[config.mk]
export PLATFORM = sky130hd
export DESIGN_NAME = instruction_prefetch
export DESIGN_NICKNAME = d
export VERILOG_FILES = /design/src/rtl/instruction_prefetch.sv
export SDC_FILE = /design/constraint.sdc
export NUM_CORES = 1
export LEC_CHECK = 0
export ABC_AREA = 1
export BUFFER_PORTS_ARGS = -buffer_cell sky130_fd_sc_hd__clkbuf_2
export CAP_MARGIN = 15
export CORE_UTILIZATION = 50
export CTS_CLUSTER_SIZE = 28
export DETAILED_ROUTE_END_ITERATION = 7
export GPL_TIMING_DRIVEN = 0
export MAX_ROUTING_LAYER = met4
export PLACE_DENSITY = 0.7
export SYNTH_ARGS = -nofsm -noshare
export SYNTH_HDL_FRONTEND = slang
export SYNTH_SLANG_ARGS = --single-unit
[constraint.sdc]
create_clock -name clk_i -period 6.96 [get_ports clk_i]
set_input_delay 1.044 -clock clk_i [delete_from_list [all_inputs] [get_ports clk_i]]
set_output_delay 1.044 -clock clk_i [all_outputs]
set_load 0.01 [all_outputs]
[src/rtl/instruction_prefetch.sv]
// rtl/instruction_prefetch.sv - fetch stage with single-outstanding imem port and prefetch FIFO
//
// Owns the fetch PC, issues one imem request at a time, buffers returned words
// together with their PCs and presents them to decode with valid/ready.
// A redirect flushes the buffer and reloads the fetch PC. A request that is still
// waiting for its ack at that moment is finished in DISCARD and its data dropped.
//
// Ports:
//   clk_i, rst_i                  clock, synchronous active-high reset
//   redirect_i, redirect_pc_i     load new fetch PC (used as-is) and flush
//   imem_req_o, imem_addr_o       fetch request / address (held until ack)
//   imem_ack_i, imem_rdata_i      completion and read data (valid in ack cycle)
//   instr_valid_o, instr_ready_i  head-of-buffer handshake with decode
//   instruction_o, pc_out_o       head word and its PC (0 when empty)
module instruction_prefetch #(
    parameter int                    ADDR_WIDTH = 32,
    parameter int                    DATA_WIDTH = 32,
    parameter int                    DEPTH      = 4,
    parameter logic [ADDR_WIDTH-1:0] RESET_PC   = '0,
    parameter int                    PC_STEP    = 4
) (
    input  logic                  clk_i,
    input  logic                  rst_i,
    input  logic                  redirect_i,
    input  logic [ADDR_WIDTH-1:0] redirect_pc_i,
    output logic                  imem_req_o,
    output logic [ADDR_WIDTH-1:0] imem_addr_o,
    input  logic                  imem_ack_i,
    input  logic [DATA_WIDTH-1:0] imem_rdata_i,
    output logic                  instr_valid_o,
    input  logic                  instr_ready_i,
    output logic [DATA_WIDTH-1:0] instruction_o,
    output logic [ADDR_WIDTH-1:0] pc_out_o
);

    localparam int PTR_W = $clog2(DEPTH);
    localparam int CNT_W = PTR_W + 1;

    typedef enum logic {
        S_FETCH   = 1'b0,
        S_DISCARD = 1'b1
    } state_t;

    state_t                  state_q, state_d;
    logic [ADDR_WIDTH-1:0]   fetch_pc_q, fetch_pc_d;
    logic [ADDR_WIDTH-1:0]   stale_addr_q, stale_addr_d;
    logic [PTR_W-1:0]        wr_ptr_q, rd_ptr_q;
    logic [CNT_W-1:0]        count_q;
    logic [ADDR_WIDTH-1:0]   pc_mem_q   [DEPTH];
    logic [DATA_WIDTH-1:0]   data_mem_q [DEPTH];

    logic fifo_full;
    logic fifo_empty;
    logic done;
    logic push;
    logic pop;

    assign fifo_full  = (count_q == CNT_W'(DEPTH));
    assign fifo_empty = (count_q == '0);

    // Outputs are forced quiet during the reset cycle itself, since the
    // registered state only clears at the end of that cycle.
    // In FETCH the request is gated by free space; count can only grow through
    // an ack, so the request cannot drop while waiting.
    assign imem_req_o  = !rst_i && ((state_q == S_DISCARD) || !fifo_full);
    assign imem_addr_o = (state_q == S_DISCARD) ? stale_addr_q : fetch_pc_q;

    assign done = imem_req_o && imem_ack_i;
    assign push = (state_q == S_FETCH) && done && !redirect_i;

    assign instr_valid_o = !rst_i && !fifo_empty;
    assign instruction_o = instr_valid_o ? data_mem_q[rd_ptr_q] : '0;
    assign pc_out_o      = instr_valid_o ? pc_mem_q[rd_ptr_q]   : '0;

    assign pop = instr_valid_o && instr_ready_i && !redirect_i;

    always_comb begin
        state_d      = state_q;
        fetch_pc_d   = fetch_pc_q;
        stale_addr_d = stale_addr_q;
        case (state_q)
            S_FETCH: begin
                if (redirect_i) begin
                    fetch_pc_d = redirect_pc_i;
                    // Request still pending: keep it alive at the old address
                    // and throw its data away when it returns.
                    if (imem_req_o && !imem_ack_i) begin
                        state_d      = S_DISCARD;
                        stale_addr_d = fetch_pc_q;
                    end
                end else if (done) begin
                    fetch_pc_d = fetch_pc_q + ADDR_WIDTH'(PC_STEP);
                end
            end
            S_DISCARD: begin
                if (redirect_i) begin
                    fetch_pc_d = redirect_pc_i;
                end
                // The stale request ends on its ack even if another redirect
                // lands in that cycle; nothing else is outstanding afterwards.
                if (imem_ack_i) begin
                    state_d = S_FETCH;
                end
            end
            default: state_d = S_FETCH;
        endcase
    end

    always_ff @(posedge clk_i) begin
        if (rst_i) begin
            state_q      <= S_FETCH;
            fetch_pc_q   <= RESET_PC;
            stale_addr_q <= RESET_PC;
            wr_ptr_q     <= '0;
            rd_ptr_q     <= '0;
            count_q      <= '0;
        end else begin
            state_q      <= state_d;
            fetch_pc_q   <= fetch_pc_d;
            stale_addr_q <= stale_addr_d;
            if (redirect_i) begin
                wr_ptr_q <= '0;
                rd_ptr_q <= '0;
                count_q  <= '0;
            end else begin
                if (push) wr_ptr_q <= wr_ptr_q + PTR_W'(1);
                if (pop)  rd_ptr_q <= rd_ptr_q + PTR_W'(1);
                case ({push, pop})
                    2'b10:   count_q <= count_q + CNT_W'(1);
                    2'b01:   count_q <= count_q - CNT_W'(1);
                    default: count_q <= count_q;
                endcase
            end
        end
    end

    // Storage needs no reset: an entry is only read after it was written.
    always_ff @(posedge clk_i) begin
        if (push) begin
            pc_mem_q[wr_ptr_q]   <= fetch_pc_q;
            data_mem_q[wr_ptr_q] <= imem_rdata_i;
        end
    end

endmodule
======== After elaboration in Yosys (flattened, before gate mapping) ========
Memories as Yosys holds them, arrays and structs flattened. A register that Yosys moved wholly into a read port is not among the register bits.
Cells that the tools add are included.
W data, S select, Z words.
operators by class
  add/subtract/negate cells ............... 5
  equal/unequal tests ..................... 5
  muxes and demuxes ....................... 18
  bitwise logic cells ..................... 1
  reductions and logical operators ........ 19
operators with widths
  kind                     number
  $mux W32                 6
  $pmux W32 S2             1
  $add A32 B3 Y32 const B  1
  $logic_and A1 B1 Y1      8
  $mux W2                  4
  $pmux W3 S2              1
  $logic_not A1 Y1         5
  $mux W1                  5
  $add A2 B1 Y2 const B    2
  $add A3 B1 Y3 const B    1
  $eq A3 B3 Y1 const B     1
  $logic_not A3 Y1         1
  $ne A3 B3 Y1 const B     1
  $reduce_and A3 Y1        1
  $sub A3 B1 Y3 const B    1
  $eq A2 B1 Y1 const B     1
  $eq A2 B2 Y1 const B     1
  $ne A2 B2 Y1 const B     1
  $pmux W1 S2              1
  $reduce_and A2 Y1        1
  $reduce_bool A2 Y1       1
  $reduce_or A2 Y1         1
  $logic_or A1 B1 Y1       1
  $not A1 Y1               1
word-level totals
  bits in registers ....................... 72
  memory bits (writable) .................. 256
  input port bits ......................... 69
  output and inout port bits .............. 98
  memories kept ........................... 2
memories
  memory      depth  bits a word  rd ports  clocked after Yosys merged registers in  write ports  line  source
  data_mem_q  4      32           1         1                                        1            50    logic [DATA_WIDTH-1:0] data_mem_q [DEPTH];
  pc_mem_q    4      32           1         1                                        1            49    logic [ADDR_WIDTH-1:0] pc_mem_q [DEPTH];

======== Depth between registers and ports, before layout ========
  depth after elaboration ................. 9
  depth in mapped cells ................... 12
  mapped depth without buffers ............ 11

======== Worst setup path after synthesis ========
OpenSTA, ideal clock, no wires.
  kind .................................... input port to flip-flop
  start point ............................. input port rst_i
  end point ............................... memory data_mem_q[0][0], enable pin
  data arrival time ....................... 4.390 ns
  data required time ...................... 6.473 ns
  slack ................................... 2.083 ns
  stages .................................. 5
  path buffers ............................ 2
  cell sequence ........................... a31oi_4 > nand4_1 > buf_2 > buf_6 > nor2_1
on the way
  word-level cells in the longest chain between the ends .. 7
ends and longest elaborated chain
  what                              line  source
  start, declared                   23    input logic rst_i,
  $logic_not A1 Y1                  65    assign imem_req_o = !rst_i && ((state_q == S_DISCARD) || !fifo_full);
  $logic_and A1 B1 Y1               65
  $logic_and A1 B1 Y1               68    assign done = imem_req_o && imem_ack_i;
  $logic_and A1 B1 Y1 (2 in a row)  69    assign push = (state_q == S_FETCH) && done && !redirect_i;
  $mux W1                           139   if (push) begin
  $mux W1 (implied by the code)     141   data_mem_q[wr_ptr_q] <= imem_rdata_i;
  end, declared                     50
Every way passes these cells.

======== Final worst setup path ========
  start point ............................. input port rst_i
  end point ............................... output port pc_out_o[13]
on the way
  word-level cells in the longest chain between the ends .. 3
ends and longest elaborated chain
  what                 line  source
  $logic_not A1 Y1     71    assign instr_valid_o = !rst_i && !fifo_empty;
  $logic_and A1 B1 Y1  71
  $mux W32             73    assign pc_out_o = instr_valid_o ? pc_mem_q[rd_ptr_q] : '0;
  end, declared        33    output logic [ADDR_WIDTH-1:0] pc_out_o
Every way passes these cells.

==> flow_summary_export.csv <==
group,metric,value,unit
outcome,status,"completed",
timing,finClkSkew,15.96,ps
floorplanning,core,0.02710,sq mm
setup_path,crit_type,"in -> out",
final_layout,layout-drive-gt1-share,17.06,%
detailed_routing,firstDrtPassIters,5,
timing,slew_violations,0,
global_routing,grt_usage,26.14,%
clocking,clock_latency,520,ps
synth,ys_seq_elements,330,
place,port_buffers,166,
final_layout,syn2layout_area_growth,19.20,%
power_and_ir_drop,leakagePower,0.006121,uW
clocking,cts_sinks,330,
floorplanning,die_w,168.7,microns
global_routing,grt_max_degree,30,
synth,synth_edf_count,256,
synth,syn_area,0.01389,sq mm
global_routing,grt_antenna_before_repair,0,
synth,synth_top_area_share,55.33,%
clocking,cts.htree.levels,2,
place,place_worst_setup_slack,3240,ps
synth,synth_mux_area_share,0.1441,%
final_layout,fillers,2196,
setup_path,cp_max_fo,10,
power_and_ir_drop,p_per_area,261.6,mW/mm^2
synth,ys_seq_area_share,65.99,%
setup_path,crit_family,"buffers and inverters",
detailed_routing,vias,10917,
synth,yosysTopAreaCell,"edfxtp_1",
clocking,cts_setup_buffers,0,
clocking,cts_buffers,35,
timing,fmax,266.8,MHz
floorplanning,die_area,0.02846,sq mm
final_layout,fin_nets,1679,
global_routing,grt_pass1_wl,55.30,mm
synth,synth_top_family_by_area,"simple AND/OR/NAND/NOR gates",
clocking,hold_buffers,0,
setup_path,worst-path-buf-inv,5,
place,gp_congestion,0.9345,
hold_path,hold_path.class,"reg -> reg",
job,timing.max_cap.violations,0,
setup_path,slowest_delay,390,ps
setup_path,arrival,2700,ps
detailed_routing,wirelength,36.19,mm
setup_path,cp_slowest_cell,"a21oi_1",
detailed_routing,drt_iter0_drc,1098,
floorplanning,row_count,60,
timing,period_share,53.86,%
timing,fin_crit,3748,ps
setup_path,crit_required,5920,ps
detailed_routing,via_per_inst,5.453,
clocking,cts-root-buf,"clkbuf_16",
synth,synthAdderAreaFrac,0.6844,%
floorplanning,ios,167,
global_routing,grt-ovfl-total,0,
detailed_routing,avgRoutedWirePerCell,18.08,microns
floorplanning,start_util,51.27,%
synth,avgSynthCellArea,9.982,sq um
setup_path,critPathLaunchType,"input port",
synth,ys_warn_count,0,
synth,synth_cell_types,30,
detailed_routing,ant_nets,0,
floorplanning,die_h,168.7,microns
timing,slew-limit-headroom,59.92,%
timing,worstMarginPinSlew,601.2,ps
clocking,path_clk_slew,60,ps
setup_path,cpMostUsedCell,"clkbuf_2",
synth,ys.flop_type,"edfxtp_1",
synth,ys_async_sr_fraction,0,%
clocking,cts_buffer_depth,3,
clocking,ctsResizeCount,0,
power_and_ir_drop,vdd_drop_max,0.0001671,V
timing,hold_viol,0,
synth,synthSimpleGateAreaFrac,15.98,%
synth,syn_inst,1392,
setup_path,cp_cell_sequence,"clkbuf_2 > inv_2 > nand2_1 > buf_2 > buf_1 > a21oi_1 > clkbuf_2",
synth,synthXorXnorAreaFrac,0.4412,%
timing,setup_viol,0,
synth,synth_compound_area_share,12.58,%
synth,syn-num-nets,1468,
detailed_routing,drc,0,
power_and_ir_drop,power,4333,uW
clocking,cts_tree,"built",
global_routing,first_global_vias,10130,
synth,synth_area_leaders,"edfxtp_1, dfxtp_1, nor2_1, o21ai_0, nand2_1",
timing,rsz0062_at_grt,"false",
setup_path,worst_setup_path_end_kind,"output port",
place,place_hpwl,24.42,mm
final_layout,diodes,0,
timing,worst_slack,3212,ps
-- cell type report --
cell class                 count  area, sq um  area share, %
clock buffer                  40        945.9          5.711
timing repair buffer         174        991.0          5.983
clock inverter                24        235.2          1.420
sequential                   330         9169          55.36
tap                          372        465.4          2.810
multi-input combinational    920         4175          25.21
buffer                        80        347.8          2.100
inverter                      62        232.7          1.405
-- logic make-up (layout without fill, tap and decap cells) --
family | after synthesis | in the layout
AO/OA/AOI/OAI | 345 | 345
XOR/XNOR | 7 | 7
adder cells (fa/ha/maj) | 7 | 7
buffers and inverters | 142 | 380
flip-flops | 330 | 330
multiplexers | 2 | 2
AND/OR/NAND/NOR | 559 | 559
-- through the flow --
step | utilization [%] | instance area, sq um | hold WS, ps | cells | TNS (ps)
2_1_floorplan | - | 13890 | 435.8 | 1392 | 0
3_3_place_gp | 56.05 | 15190 | 463.5 | 1930 | -15060
3_5_place_dp | 56.75 | 15380 | 470.9 | 1938 | 0
4_1_cts | 61.11 | 16560 | 479.9 | 2002 | 0
5_1_grt | 61.11 | 16560 | 496.0 | 2002 | 0
6_report | 61.11 | 16560 | 477.1 | 2002 | 0
-- worst min-delay path, delay by kind of cell (launching register included) --
kind | cells | cell delay, ps
DFF | 1 | 310
and+or+nand+nor | 1 | 70
AOI/OAI and AO/OA | 1 | 50
-- metal layers --
metal  share of wire (%)  vias to the layer above  routed length [microns]  GRT usage, %
met4                 2.7                        0                      976         8.300
li1                    -                     5205                        -             -
met5                   0                        -                        0             -
met2                  47                      474                    17160         41.18
met1                  43                     5159                    15380         35.46
met3                 7.4                       79                     2673         3.297
-- path summary, 6_finish.rpt --
check | startpoint | endpoint | slack [ps] | cells past startpoint
setup / recovery | rst_i | pc_out_o[13] | 3210 | 7
hold / removal | stale_addr_q[10] | stale_addr_q[10] | 480 | 2
setup reg to reg | count_q[1] | count_q[2] | 4480 | 12
hold reg to reg | stale_addr_q[10] | stale_addr_q[10] | 480 | 2
-- sequential cells by signal, indices dropped and copies added (netlist names), named ones only --
| register | cells |
|---|---|
| fetch_pc_q | 32 |
| count_q | 3 |
| rd_ptr_q | 2 |
| state_q | 1 |
| wr_ptr_q | 2 |
| pc_mem_q | 128 |
| stale_addr_q | 32 |
| data_mem_q | 128 |
-- power breakdown --
part           switching, uW  leakage (uW)  internal [uW]
sequential              49.2       0.00293           2170
combinational            149       0.00261           76.8
clock                    762      0.000579           1130
total                    960       0.00612           3370
-- synthesized netlist by cell type, types with 3 or more instances --
library cell	count
xor2_1	7
clkbuf_1	35
nor2_2	4
nand2_1	173
buf_1	19
nor2_1	308
o21ai_0	212
ha_1	6
nand4_1	3
edfxtp_1	256
a21oi_1	99
inv_2	7
dfxtp_1	74
buf_2	23
inv_1	55
o21ai_1	31
nand3_1	64
-- cells in the final DEF (no fill, tap or decap), types with 5 or more instances in the layout --
master	n
a21oi_1	99
buf_1	19
buf_12	8
buf_2	23
clkbuf_1	36
clkbuf_16	36
clkbuf_2	166
clkinv_1	6
clkinv_2	9
dfxtp_1	74
edfxtp_1	256
ha_1	6
inv_1	55
inv_2	7
nand2_1	173
nand3_1	64
nor2_1	304
nor2_4	5
o21ai_0	212
o21ai_1	31
xor2_1	7
No activity file was read; power rests on OpenSTA's default activity.
